[config.mk]
export PLATFORM = sky130hd
export DESIGN_NAME = keypad_code_entry
export DESIGN_NICKNAME = d
export VERILOG_FILES = /design/src/rtl/keypad_code_entry_pkg.sv /design/src/rtl/keypad_code_entry_scanner.sv /design/src/rtl/keypad_code_entry.sv
export SDC_FILE = /design/constraint.sdc
export NUM_CORES = 1
export LEC_CHECK = 0
export ABC_AREA = 1
export BUFFER_PORTS_ARGS = -buffer_cell sky130_fd_sc_hd__buf_2
export CAP_MARGIN = 20
export CORE_MARGIN = 8
export CORE_UTILIZATION = 45
export DETAILED_ROUTE_END_ITERATION = 10
export GPL_TIMING_DRIVEN = 0
export SKIP_CTS_REPAIR_TIMING = 1
export SYNTH_ARGS = -nofsm -noshare
export SYNTH_HDL_FRONTEND = slang
export SYNTH_HIERARCHICAL = 1
export SYNTH_SLANG_ARGS = --single-unit
[constraint.sdc]
create_clock -name clk -period 2 [get_ports clk]
set_input_delay 0.4 -clock clk [delete_from_list [all_inputs] [get_ports clk]]
set_output_delay 0.4 -clock clk [all_outputs]
set_load 0.05 [all_outputs]
[src/rtl/keypad_code_entry_pkg.sv]
// Shared types and constants for the keypad code-entry block: scanner state
// encoding, key codes and the row/column to key-code map.
package keypad_code_entry_pkg;

    typedef enum logic [1:0] {
        SCAN         = 2'd0,
        DEBOUNCE     = 2'd1,
        WAIT_RELEASE = 2'd2
    } scan_state_t;

    localparam logic [3:0] KEY_STAR = 4'hE;
    localparam logic [3:0] KEY_HASH = 4'hF;
    localparam logic [3:0] KEY_NONE = 4'hA;

    // Letter column (A-D) maps to KEY_NONE so the consumer simply ignores it.
    function automatic logic [3:0] key_lookup(input logic [1:0] row, input logic [1:0] col);
        logic [3:0] code;
        code = KEY_NONE;
        if (col == 2'd3) begin
            code = KEY_NONE;
        end else if (row == 2'd3) begin
            case (col)
                2'd0:    code = KEY_STAR;
                2'd1:    code = 4'd0;
                default: code = KEY_HASH;
            endcase
        end else begin
            code = ({2'b00, row} * 4'd3) + {2'b00, col} + 4'd1;
        end
        return code;
    endfunction

    function automatic logic [1:0] lowest_low_row(input logic [3:0] rows_n);
        logic [1:0] idx;
        idx = 2'd3;
        if (!rows_n[0])      idx = 2'd0;
        else if (!rows_n[1]) idx = 2'd1;
        else if (!rows_n[2]) idx = 2'd2;
        return idx;
    endfunction

endpackage

[src/rtl/keypad_code_entry_scanner.sv]
// Keypad scanner: row synchronizer, column rotation, press/release debounce,
// and a one-cycle key strobe with the decoded key code.
module keypad_scanner
    import keypad_code_entry_pkg::*;
#(
    parameter int SCAN_DIV        = 1000,
    parameter int DEBOUNCE_CYCLES = 500000
) (
    input  logic       clk,
    input  logic       rst,
    input  logic [3:0] i_row_n,
    output logic [3:0] o_col_n,
    output logic       o_key_strobe,
    output logic [3:0] o_key_code
);

    localparam int DIV_W = $clog2(SCAN_DIV);
    localparam int DEB_W = $clog2(DEBOUNCE_CYCLES);
    localparam logic [DIV_W-1:0] DIV_LAST = DIV_W'(SCAN_DIV - 1);
    localparam logic [DEB_W-1:0] DEB_LAST = DEB_W'(DEBOUNCE_CYCLES - 1);

    scan_state_t      r_state;
    logic [3:0]       r_row_meta;
    logic [3:0]       r_row_sync;
    logic [1:0]       r_col_idx;
    logic [1:0]       r_row_idx;
    logic [DIV_W-1:0] r_div_cnt;
    logic [DEB_W-1:0] r_deb_cnt;
    logic             r_key_strobe;
    logic [3:0]       r_key_code;

    logic w_any_low;
    logic w_latched_low;

    assign w_any_low     = ~&r_row_sync;
    assign w_latched_low = ~r_row_sync[r_row_idx];

    genvar gi;
    generate
        for (gi = 0; gi < 4; gi++) begin : g_col
            assign o_col_n[gi] = (r_col_idx != 2'(gi));
        end
    endgenerate

    always_ff @(posedge clk) begin
        if (rst) begin
            r_state      <= SCAN;
            r_row_meta   <= 4'hF;
            r_row_sync   <= 4'hF;
            r_col_idx    <= 2'd0;
            r_row_idx    <= 2'd0;
            r_div_cnt    <= '0;
            r_deb_cnt    <= '0;
            r_key_strobe <= 1'b0;
            r_key_code   <= KEY_NONE;
        end else begin
            r_row_meta   <= i_row_n;
            r_row_sync   <= r_row_meta;
            r_key_strobe <= 1'b0;
            case (r_state)
                SCAN: begin
                    if (r_div_cnt == DIV_LAST) begin
                        r_div_cnt <= '0;
                        if (w_any_low) begin
                            r_row_idx <= lowest_low_row(r_row_sync);
                            r_deb_cnt <= '0;
                            r_state   <= DEBOUNCE;
                        end else begin
                            r_col_idx <= r_col_idx + 2'd1;
                        end
                    end else begin
                        r_div_cnt <= r_div_cnt + DIV_W'(1);
                    end
                end
                DEBOUNCE: begin
                    if (w_latched_low) begin
                        if (r_deb_cnt == DEB_LAST) begin
                            r_key_strobe <= 1'b1;
                            r_key_code   <= key_lookup(r_row_idx, r_col_idx);
                            r_deb_cnt    <= '0;
                            r_state      <= WAIT_RELEASE;
                        end else begin
                            r_deb_cnt <= r_deb_cnt + DEB_W'(1);
                        end
                    end else begin
                        r_div_cnt <= '0;
                        r_state   <= SCAN;
                    end
                end
                WAIT_RELEASE: begin
                    // Any bounce back to low restarts the release window.
                    if (!w_latched_low) begin
                        if (r_deb_cnt == DEB_LAST) begin
                            r_deb_cnt <= '0;
                            r_div_cnt <= '0;
                            r_col_idx <= r_col_idx + 2'd1;
                            r_state   <= SCAN;
                        end else begin
                            r_deb_cnt <= r_deb_cnt + DEB_W'(1);
                        end
                    end else begin
                        r_deb_cnt <= '0;
                    end
                end
                default: r_state <= SCAN;
            endcase
        end
    end

    assign o_key_strobe = r_key_strobe;
    assign o_key_code   = r_key_code;

endmodule

[src/rtl/keypad_code_entry.sv]
// 3-digit keypad code entry: buffers digits from the scanner, presents a
// completed code until acknowledged, and discards stale partial entries.
module keypad_code_entry
    import keypad_code_entry_pkg::*;
#(
    parameter int SCAN_DIV        = 1000,
    parameter int DEBOUNCE_CYCLES = 500000,
    parameter int TIMEOUT_CYCLES  = 250000000
) (
    input  logic       clk,
    input  logic       rst,
    input  logic [3:0] row_n,
    output logic [3:0] col_n,
    input  logic       code_ack,
    output logic [3:0] digit1,
    output logic [3:0] digit2,
    output logic [3:0] digit3,
    output logic       code_valid,
    output logic       entry_error,
    output logic [1:0] digit_count
);

    localparam int TMO_W = $clog2(TIMEOUT_CYCLES);
    localparam logic [TMO_W-1:0] TMO_LAST = TMO_W'(TIMEOUT_CYCLES - 1);

    logic             w_key_strobe;
    logic [3:0]       w_key_code;
    logic [3:0]       r_digit1, r_digit2, r_digit3;
    logic [1:0]       r_digit_count;
    logic             r_code_valid;
    logic             r_entry_error;
    logic [TMO_W-1:0] r_tmo_cnt;

    logic w_clear, w_store, w_set_valid, w_error, w_tmo_clear, w_tmo_inc;

    keypad_scanner #(
        .SCAN_DIV        (SCAN_DIV),
        .DEBOUNCE_CYCLES (DEBOUNCE_CYCLES)
    ) u_scanner (
        .clk          (clk),
        .rst          (rst),
        .i_row_n      (row_n),
        .o_col_n      (col_n),
        .o_key_strobe (w_key_strobe),
        .o_key_code   (w_key_code)
    );

    // Priority: acknowledge beats a key event, a key event beats timeout.
    always_comb begin
        w_clear     = 1'b0;
        w_store     = 1'b0;
        w_set_valid = 1'b0;
        w_error     = 1'b0;
        w_tmo_clear = 1'b0;
        w_tmo_inc   = 1'b0;
        if (code_ack && r_code_valid) begin
            w_clear     = 1'b1;
            w_tmo_clear = 1'b1;
        end else if (w_key_strobe) begin
            w_tmo_clear = 1'b1;
            if (w_key_code == KEY_STAR) begin
                w_clear = 1'b1;
            end else if (w_key_code == KEY_HASH) begin
                if (r_digit_count == 2'd3) begin
                    w_set_valid = 1'b1;
                end else begin
                    w_clear = 1'b1;
                    w_error = 1'b1;
                end
            end else if (w_key_code <= 4'd9 && r_digit_count != 2'd3 && !r_code_valid) begin
                w_store = 1'b1;
            end
        end else if (r_digit_count != 2'd0 && !r_code_valid) begin
            if (r_tmo_cnt == TMO_LAST) begin
                w_clear     = 1'b1;
                w_error     = 1'b1;
                w_tmo_clear = 1'b1;
            end else begin
                w_tmo_inc = 1'b1;
            end
        end else begin
            w_tmo_clear = 1'b1;
        end
    end

    always_ff @(posedge clk) begin
        if (rst) begin
            r_digit1      <= 4'd0;
            r_digit2      <= 4'd0;
            r_digit3      <= 4'd0;
            r_digit_count <= 2'd0;
            r_code_valid  <= 1'b0;
            r_entry_error <= 1'b0;
            r_tmo_cnt     <= '0;
        end else begin
            r_entry_error <= w_error;
            if (w_tmo_clear) begin
                r_tmo_cnt <= '0;
            end else if (w_tmo_inc) begin
                r_tmo_cnt <= r_tmo_cnt + TMO_W'(1);
            end
            if (w_clear) begin
                r_digit1      <= 4'd0;
                r_digit2      <= 4'd0;
                r_digit3      <= 4'd0;
                r_digit_count <= 2'd0;
                r_code_valid  <= 1'b0;
            end else begin
                if (w_set_valid) begin
                    r_code_valid <= 1'b1;
                end
                if (w_store) begin
                    case (r_digit_count)
                        2'd0:    r_digit1 <= w_key_code;
                        2'd1:    r_digit2 <= w_key_code;
                        default: r_digit3 <= w_key_code;
                    endcase
                    r_digit_count <= r_digit_count + 2'd1;
                end
            end
        end
    end

    assign digit1      = r_digit1;
    assign digit2      = r_digit2;
    assign digit3      = r_digit3;
    assign digit_count = r_digit_count;
    assign code_valid  = r_code_valid;
    assign entry_error = r_entry_error;

endmodule

After elaboration in Yosys (flattened, before gate mapping). Cells that the tools add are included.

Output and inout port bits: 20. Bits of input ports: 7. Logic and storage cells: 139. Register bits: 92.

$mul: 1. Order comparisons: 2. Add/subtract/negate cells: 7. Equality and inequality tests: 24. Reduce and logical (&&, ||, !) cells: 27. Bitwise operators: 4. Multiplexer cells: 58.

Operators with widths (count): two-way mux 19 bit (5); one-hot mux 19 bit (3 select lines) (1); two-way mux 10 bit (4); one-hot mux 10 bit (3 select lines) (1); two-way mux 1 bit (29); adder 28 x 1 -> 28 bit, second input constant (1); equality test 28 bit, second input constant (1); two-way mux 2 bit (12); adder 19 x 1 -> 19 bit, second input constant (1); equality test 19 bit, second input constant (1); != test 2 x 1 -> 1 bit, second input constant (6); AND reduction 4 bit (3); adder 10 x 1 -> 10 bit, second input constant (1); equality test 10 bit, second input constant (1); != test 2 bit, second input constant (5); AND reduction 5 bit (2); equality test 2 bit, second input constant (4); equality test 4 bit, second input constant (2); two-way mux 4 bit (2); one-hot mux 4 bit (2 select lines) (1); OR reduction 2 bit (4); equality test 2 x 1 -> 1 bit, second input constant (3); zero test 2 bit (3); one-hot mux 2 bit (3 select lines) (1); other kinds (17) (29).

Longest topological paths before layout.
Depth in word-level cells: 9. Mapped depth: 11. Depth with buffers taken out: 11.

By module. Netlist, hierarchy kept.

By module, submodules not included: keypad_scanner (instances 1, seq. area each 960.9 um^2, area an instance 3025.4 um^2, cells each 473); keypad_code_entry (instances 1, seq. area each 880.8 um^2, area an instance 2319.7 um^2, cells each 350).

Worst setup path before layout. No wires, ideal clock.

Path kind: reg2reg. Start: reg r_digit_count[0], in the netlist digit_count[0]. End: reg r_tmo_cnt[14]. Data required time: 1.930 ns. Library setup time: 0.070 ns. Data arrival time: 1.794 ns. Path buffers: 1. Stages on the path, launching flop included: 8. Clock period less this slack: 1.864 ns. Path slack: 0.136 ns. Cell sequence: dfxtp_1 -> inv_1 -> ha_1 -> nor3_1 -> nand2_1 -> o21bai_4 -> buf_4 -> a21oi_1.

Cells in the longest elaborated chain, start to end: 6. Elaborated cells on any way between the ends: 9. Classes of those cells: mux: 6; reduce/logical: 3.

Ends and longest elaborated chain: from (decl) (RTL line keypad_code_entry.sv:29) `logic [1:0] r_digit_count;`; from (signal assigned) (RTL line keypad_code_entry.sv:118) `r_digit_count <= r_digit_count + 2'd1;`; nonzero test 2 bit (*) (RTL line keypad_code_entry.sv:73) `end else if (r_digit_count != 2'd0 && !r_code_valid) begin`; logical AND 1 bit (*) (RTL line keypad_code_entry.sv:73); two-way mux 1 bit (RTL line keypad_code_entry.sv:73); two-way mux 1 bit (RTL line keypad_code_entry.sv:59) `end else if (w_key_strobe) begin`; two-way mux 1 bit (RTL line keypad_code_entry.sv:56) `if (code_ack && r_code_valid) begin`; OR reduction 2 bit (no line); to (signal assigned) (RTL line keypad_code_entry.sv:100) `r_tmo_cnt <= r_tmo_cnt + TMO_W'(1);`; to (decl) (RTL line keypad_code_entry.sv:32) `logic [TMO_W-1:0] r_tmo_cnt;`.

Every way passes the cells marked *; elsewhere a longest branch is shown, timed or not. A chain may end at the register's enable or synchronous reset.

Worst setup path in the final report.
Start: reg u_scanner.r_row_idx[0]. End: reg u_scanner.r_key_code[2], in the netlist u_scanner/o_key_code[2].

Cells in the longest elaborated chain, start to end: 5. Elaborated cells on any way between the ends: 10. Classes of those cells: add/sub: 2; mul: 1; eq/ne: 1; mux: 4; bitwise: 1; reduce/logical: 1.

Ends and longest elaborated chain: from (decl) (RTL line keypad_code_entry_scanner.sv:26) `logic [1:0] r_row_idx;`; from (signal assigned) (RTL line keypad_code_entry_scanner.sv:65) `r_row_idx <= lowest_low_row(r_row_sync);`; multiplier 2 x 2 -> 4 bit (RTL line keypad_code_entry_pkg.sv:28) `code = ({2'b00, row} * 4'd3) + {2'b00, col} + 4'd1;`; adder 4 x 2 -> 4 bit (RTL line keypad_code_entry_pkg.sv:28); adder 4 x 1 -> 4 bit (RTL line keypad_code_entry_pkg.sv:28); two-way mux 4 bit (RTL line keypad_code_entry_pkg.sv:21) `end else if (row == 2'd3) begin`; two-way mux 4 bit (RTL line keypad_code_entry_pkg.sv:19) `if (col == 2'd3) begin`; to (signal assigned) (RTL line keypad_code_entry_scanner.sv:79) `r_key_code <= key_lookup(r_row_idx, r_col_idx);`; to (decl) (RTL line keypad_code_entry_scanner.sv:30) `logic [3:0] r_key_code;`.

Several ways; a longest one is shown, not always the timed one. The select of a mux whose other input is x is not followed.

==> run summary <==
### Global routing
* **number of global-route vias before repair** 4749
* **GRT Util Overall** 16.4%
* **maximum number of pins on one net before global-route repair** 16
* **grt total ovfl** 0
* **number of antenna violations at the first check in global routing** 0
* **wire length of the first global-routing pass** 21.4 mm

### Layout
* **Final Net Count** 887
* **finished layout cell area** 5940 sq um
* **area occupied by multi-input gates** 2950 sq um
* **Ant. Diodes** 0
* **share of cells above drive strength 1** 11.0%
* **filler cell count** 1231
* **count of non-filler cells in the finished layout** 1012
* **Area Growth Syn to Fin** 11.2%
* **Storage cell area** 1850 sq um

### Floorplan
* **ports placed on the boundary** 27
* **Die Y** 125 um
* **Die Outline Area** 15600 sq um
* **floorplan row count** 40
* **Chip Width** 125 um
* **core region area** 11800 sq um
* **initial cell density of the core** 45.3%

### Worst setup path
* **reg-to-reg critical path startpoint** u_scanner/r_row_idx[0]
* **CP peak stage delay** 500 ps
* **chain of cells forming the critical path** fa_2 > fa_1 > a21oi_1 > o21ai_0 > a21oi_1 > nand3_1 > nand2_1
* **kind of capture point of the worst setup path** flip-flop
* **first element of the critical path** u_scanner/r_row_idx[0]
* **largest driver fanout on the critical path** 6
* **category of the critical setup timing path** flip-flop to flip-flop
* **worst path required time** 2290 ps
* **Data arrival, critical path** 2210 ps
* **library cell appearing most often on the critical path** sky130_fd_sc_hd__a21oi_1
* **critical path launch point type** flip-flop
* **cell with the largest stage delay on the worst path** sky130_fd_sc_hd__fa_2

### Hold path
* **worst min-delay path category** primary input to flip-flop
* **Worst Hold Launch** row_n[0]

### Power and ir drop
* **leakage power** 2.33 nW
* **overall power consumption** 0.00352 W
* **VDD IR-drop max** 519 uV
* **Power Density** 592 nW/um^2

### Clocking
* **Sinks on Clock Net** 92
* **clock-pin slew on the worst setup and hold paths** 60 ps
* **clock root cell** sky130_fd_sc_hd__clkbuf_16
* **clock buffer count from CTS** 9
* **clk_lat worst skew** 350 ps
* **clock tree from TritonCTS** built
* **Clock Path Buffers** 2
* **maximum level of the CTS H-tree** 3

### STA
* **Tightest Pin Transition** 612 ps
* **number of pins exceeding their max-slew limit in the final report** 0
* **unrepaired setup endpoints after global routing** yes
* **final-report setup violation count** 0
* **clk_skew** 4.63 ps
* **headroom to the max-slew limit** 59.2%
* **peak clock frequency supported by timing** 0.521 GHz
* **clock period minus worst slack** 1920 ps
* **hold slack** 231 ps
* **final hold violations** 0
* **period utilization** 96.0%

### Logic synthesis
* **multiplexer fraction of the synthesized cell area** 0%
* **average footprint of a synthesized cell** 6.49 sq um
* **number of enable-type register cells in the synthesized netlist** 0
* **top cells by instance count after synthesis** sky130_fd_sc_hd__nand2_1, sky130_fd_sc_hd__nor2_1, sky130_fd_sc_hd__inv_1, sky130_fd_sc_hd__dfxtp_1, sky130_fd_sc_hd__nand3_1
* **complex-gate fraction of the synthesized area** 6.72%
* **summed instance area of the synthesized netlist** 5350 sq um
* **Simple-Gate Fraction of Synth Area** 41.5%
* **post-synthesis sequential area ratio** 34.5%
* **count of warnings emitted by yosys** 6
* **top cells by area, synth** sky130_fd_sc_hd__dfxtp_1, sky130_fd_sc_hd__nand2_1, sky130_fd_sc_hd__nor2_1, sky130_fd_sc_hd__inv_1, sky130_fd_sc_hd__nand3_1
* **leading cell type by number of instances after synthesis** sky130_fd_sc_hd__nand2_1
* **number of distinct library cell variants in the gate-level netlist after synthesis** 37
* **number of instances in the synthesized netlist** 823
* **largest area contributor in the synthesized netlist** sky130_fd_sc_hd__dfxtp_1
* **number of synthesized register bits** 92
* **Top FF cell, synth** sky130_fd_sc_hd__dfxtp_1
* **dominant combinational cell family by area after synthesis** simple AND/OR/NAND/NOR gates
* **top cell type's share of synthesized area** 34.5%
* **xor/xnor share of the synthesized area** 1.97%
* **fraction of registers with async set/reset** 0%
* **Post-Syn Nets** 850
* **adder and majority gate portion of the synthesized area** 4.96%

### Routing
* **detailed router's first-iteration violation count** 364
* **Vias** 5075
* **Total Wirelength** 12.6 mm
* **DRC viols** 0
* **Wirelength per Cell** 12.4 um
* **number of iterations in the first detailed-routing pass** 5
* **Post-DRT Antenna Nets** 0
* **vias per std cell** 5.01

### Placed design
* **# port buffers** 26
* **HPWL after detailed placement** 9.53 mm
* **final weighted congestion of routability-driven global placement** 0.891
* **Placed Cells incl. Taps** 996
* **placed cell area** 5660 sq um

### Run status
* **status** finished clean

### Flow run
* **Maximum Capacitance Violations** 0

[worst paths after layout]
kind | to | slack, ps | cells after the start
hold reg to reg | u_scanner/r_row_sync[2] | 410 | 1
setup / recovery | u_scanner/o_key_code[2] | 80 | 7
hold / removal | u_scanner/r_row_meta[0] | 230 | 2
setup reg to reg | u_scanner/o_key_code[2] | 80 | 7
[cell families (layout without fill, tap and decap cells)]
kind of cell	Yosys count	count (layout)
compound gates	66	66
xor+xnor	12	12
fa+ha+maj	20	20
buf+inv	137	179
flops	92	92
simple gates	496	496
[state kept, by name, indices dropped and copies added (netlist names)]
signal                  cells
r_tmo_cnt                  28
u_scanner/r_deb_cnt        19
u_scanner/r_div_cnt        10
digit1                      4
digit2                      4
digit3                      4
u_scanner/o_key_code        4
u_scanner/r_row_meta        4
u_scanner/r_row_sync        4
digit_count                 2
u_scanner/r_col_idx         2
u_scanner/r_row_idx         2
u_scanner/r_state           2
code_valid                  1
entry_error                 1
u_scanner/o_key_strobe      1
[area by class of cell]
| class | count | share of cell area, % |
|---|---|---|
| multi-input combinational | 594 | 49.7 |
| sequential | 92 | 31.2 |
| tap | 147 | 3.10 |
| clock buffer | 11 | 3.92 |
| clock inverter | 5 | 0.632 |
| inverter | 124 | 7.83 |
| buffer | 13 | 1.52 |
| timing repair buffer | 26 | 2.19 |
[worst max-delay path: cells and delay by family, from the launching register on]
kind | cells | cell delay (ps)
flops | 1 | 370
fa+ha+maj | 2 | 920
simple gates | 2 | 180
compound gates | 3 | 390
[power breakdown]
group	internal, W	leakage (nW)	switching (W)	total [W]
sequential	0.00184	0.746	0.00000808	0.00185
combinational	0.0000302	1.46	0.0000522	0.0000824
clock	0.000848	0.126	0.000737	0.00158
[cells in the final DEF, fill, tap and decap left out, types with 2 or more instances in the layout]
master                       Yosys  layout
sky130_fd_sc_hd__a21oi_1        34      34
sky130_fd_sc_hd__buf_6           4       4
sky130_fd_sc_hd__inv_1         118     118
sky130_fd_sc_hd__nand3_1        73      73
sky130_fd_sc_hd__nor3_1         14      14
sky130_fd_sc_hd__buf_1           2       2
sky130_fd_sc_hd__nor4_1          2       2
sky130_fd_sc_hd__dfxtp_1        92      88
sky130_fd_sc_hd__nand3b_1        7       7
sky130_fd_sc_hd__nand2_4         2       2
sky130_fd_sc_hd__clkbuf_1        2       4
sky130_fd_sc_hd__nand2_2         7       7
sky130_fd_sc_hd__clkbuf_16       0       9
sky130_fd_sc_hd__xnor2_1         5       5
sky130_fd_sc_hd__dfxtp_4         0       2
sky130_fd_sc_hd__nor2_2          4       4
sky130_fd_sc_hd__nor2_4          4       4
sky130_fd_sc_hd__ha_1           18      18
sky130_fd_sc_hd__a211oi_1        3       3
sky130_fd_sc_hd__nand3_2         5       5
sky130_fd_sc_hd__nand4_1        21      21
sky130_fd_sc_hd__nand2_1       199     199
sky130_fd_sc_hd__inv_2           6       6
sky130_fd_sc_hd__clkinvlp_4      0       2
sky130_fd_sc_hd__dfxtp_2         0       2
sky130_fd_sc_hd__nor2_1        144     144
sky130_fd_sc_hd__xor2_1          7       7
sky130_fd_sc_hd__or2_2          10      10
sky130_fd_sc_hd__o21ai_0        24      24
sky130_fd_sc_hd__buf_4           2       2
sky130_fd_sc_hd__buf_2           3      29
[stage by stage]
step,setup TNS [ps],util [%],worst slack (ps)
CTS,-69.2,50.2,-69.2
floorplan,0,-,136
global placement,-3.82,47.9,-3.82
global route,-13.6,50.3,-13.6
detailed placement,-43.9,47.9,-43.9
finish,0,50.3,80.8
[per-layer routing]
metal / vias to the layer above / global-route usage [%] / wire length, um
met5: - / 0 / 0
met3: 14 / 5.01 / 579
met2: 80 / 27.7 / 6020
met1: 2319 / 19.2 / 5780
li1: 2662 / - / -
met4: 0 / 5.73 / 209
Power figures use the tool's default switching activity.
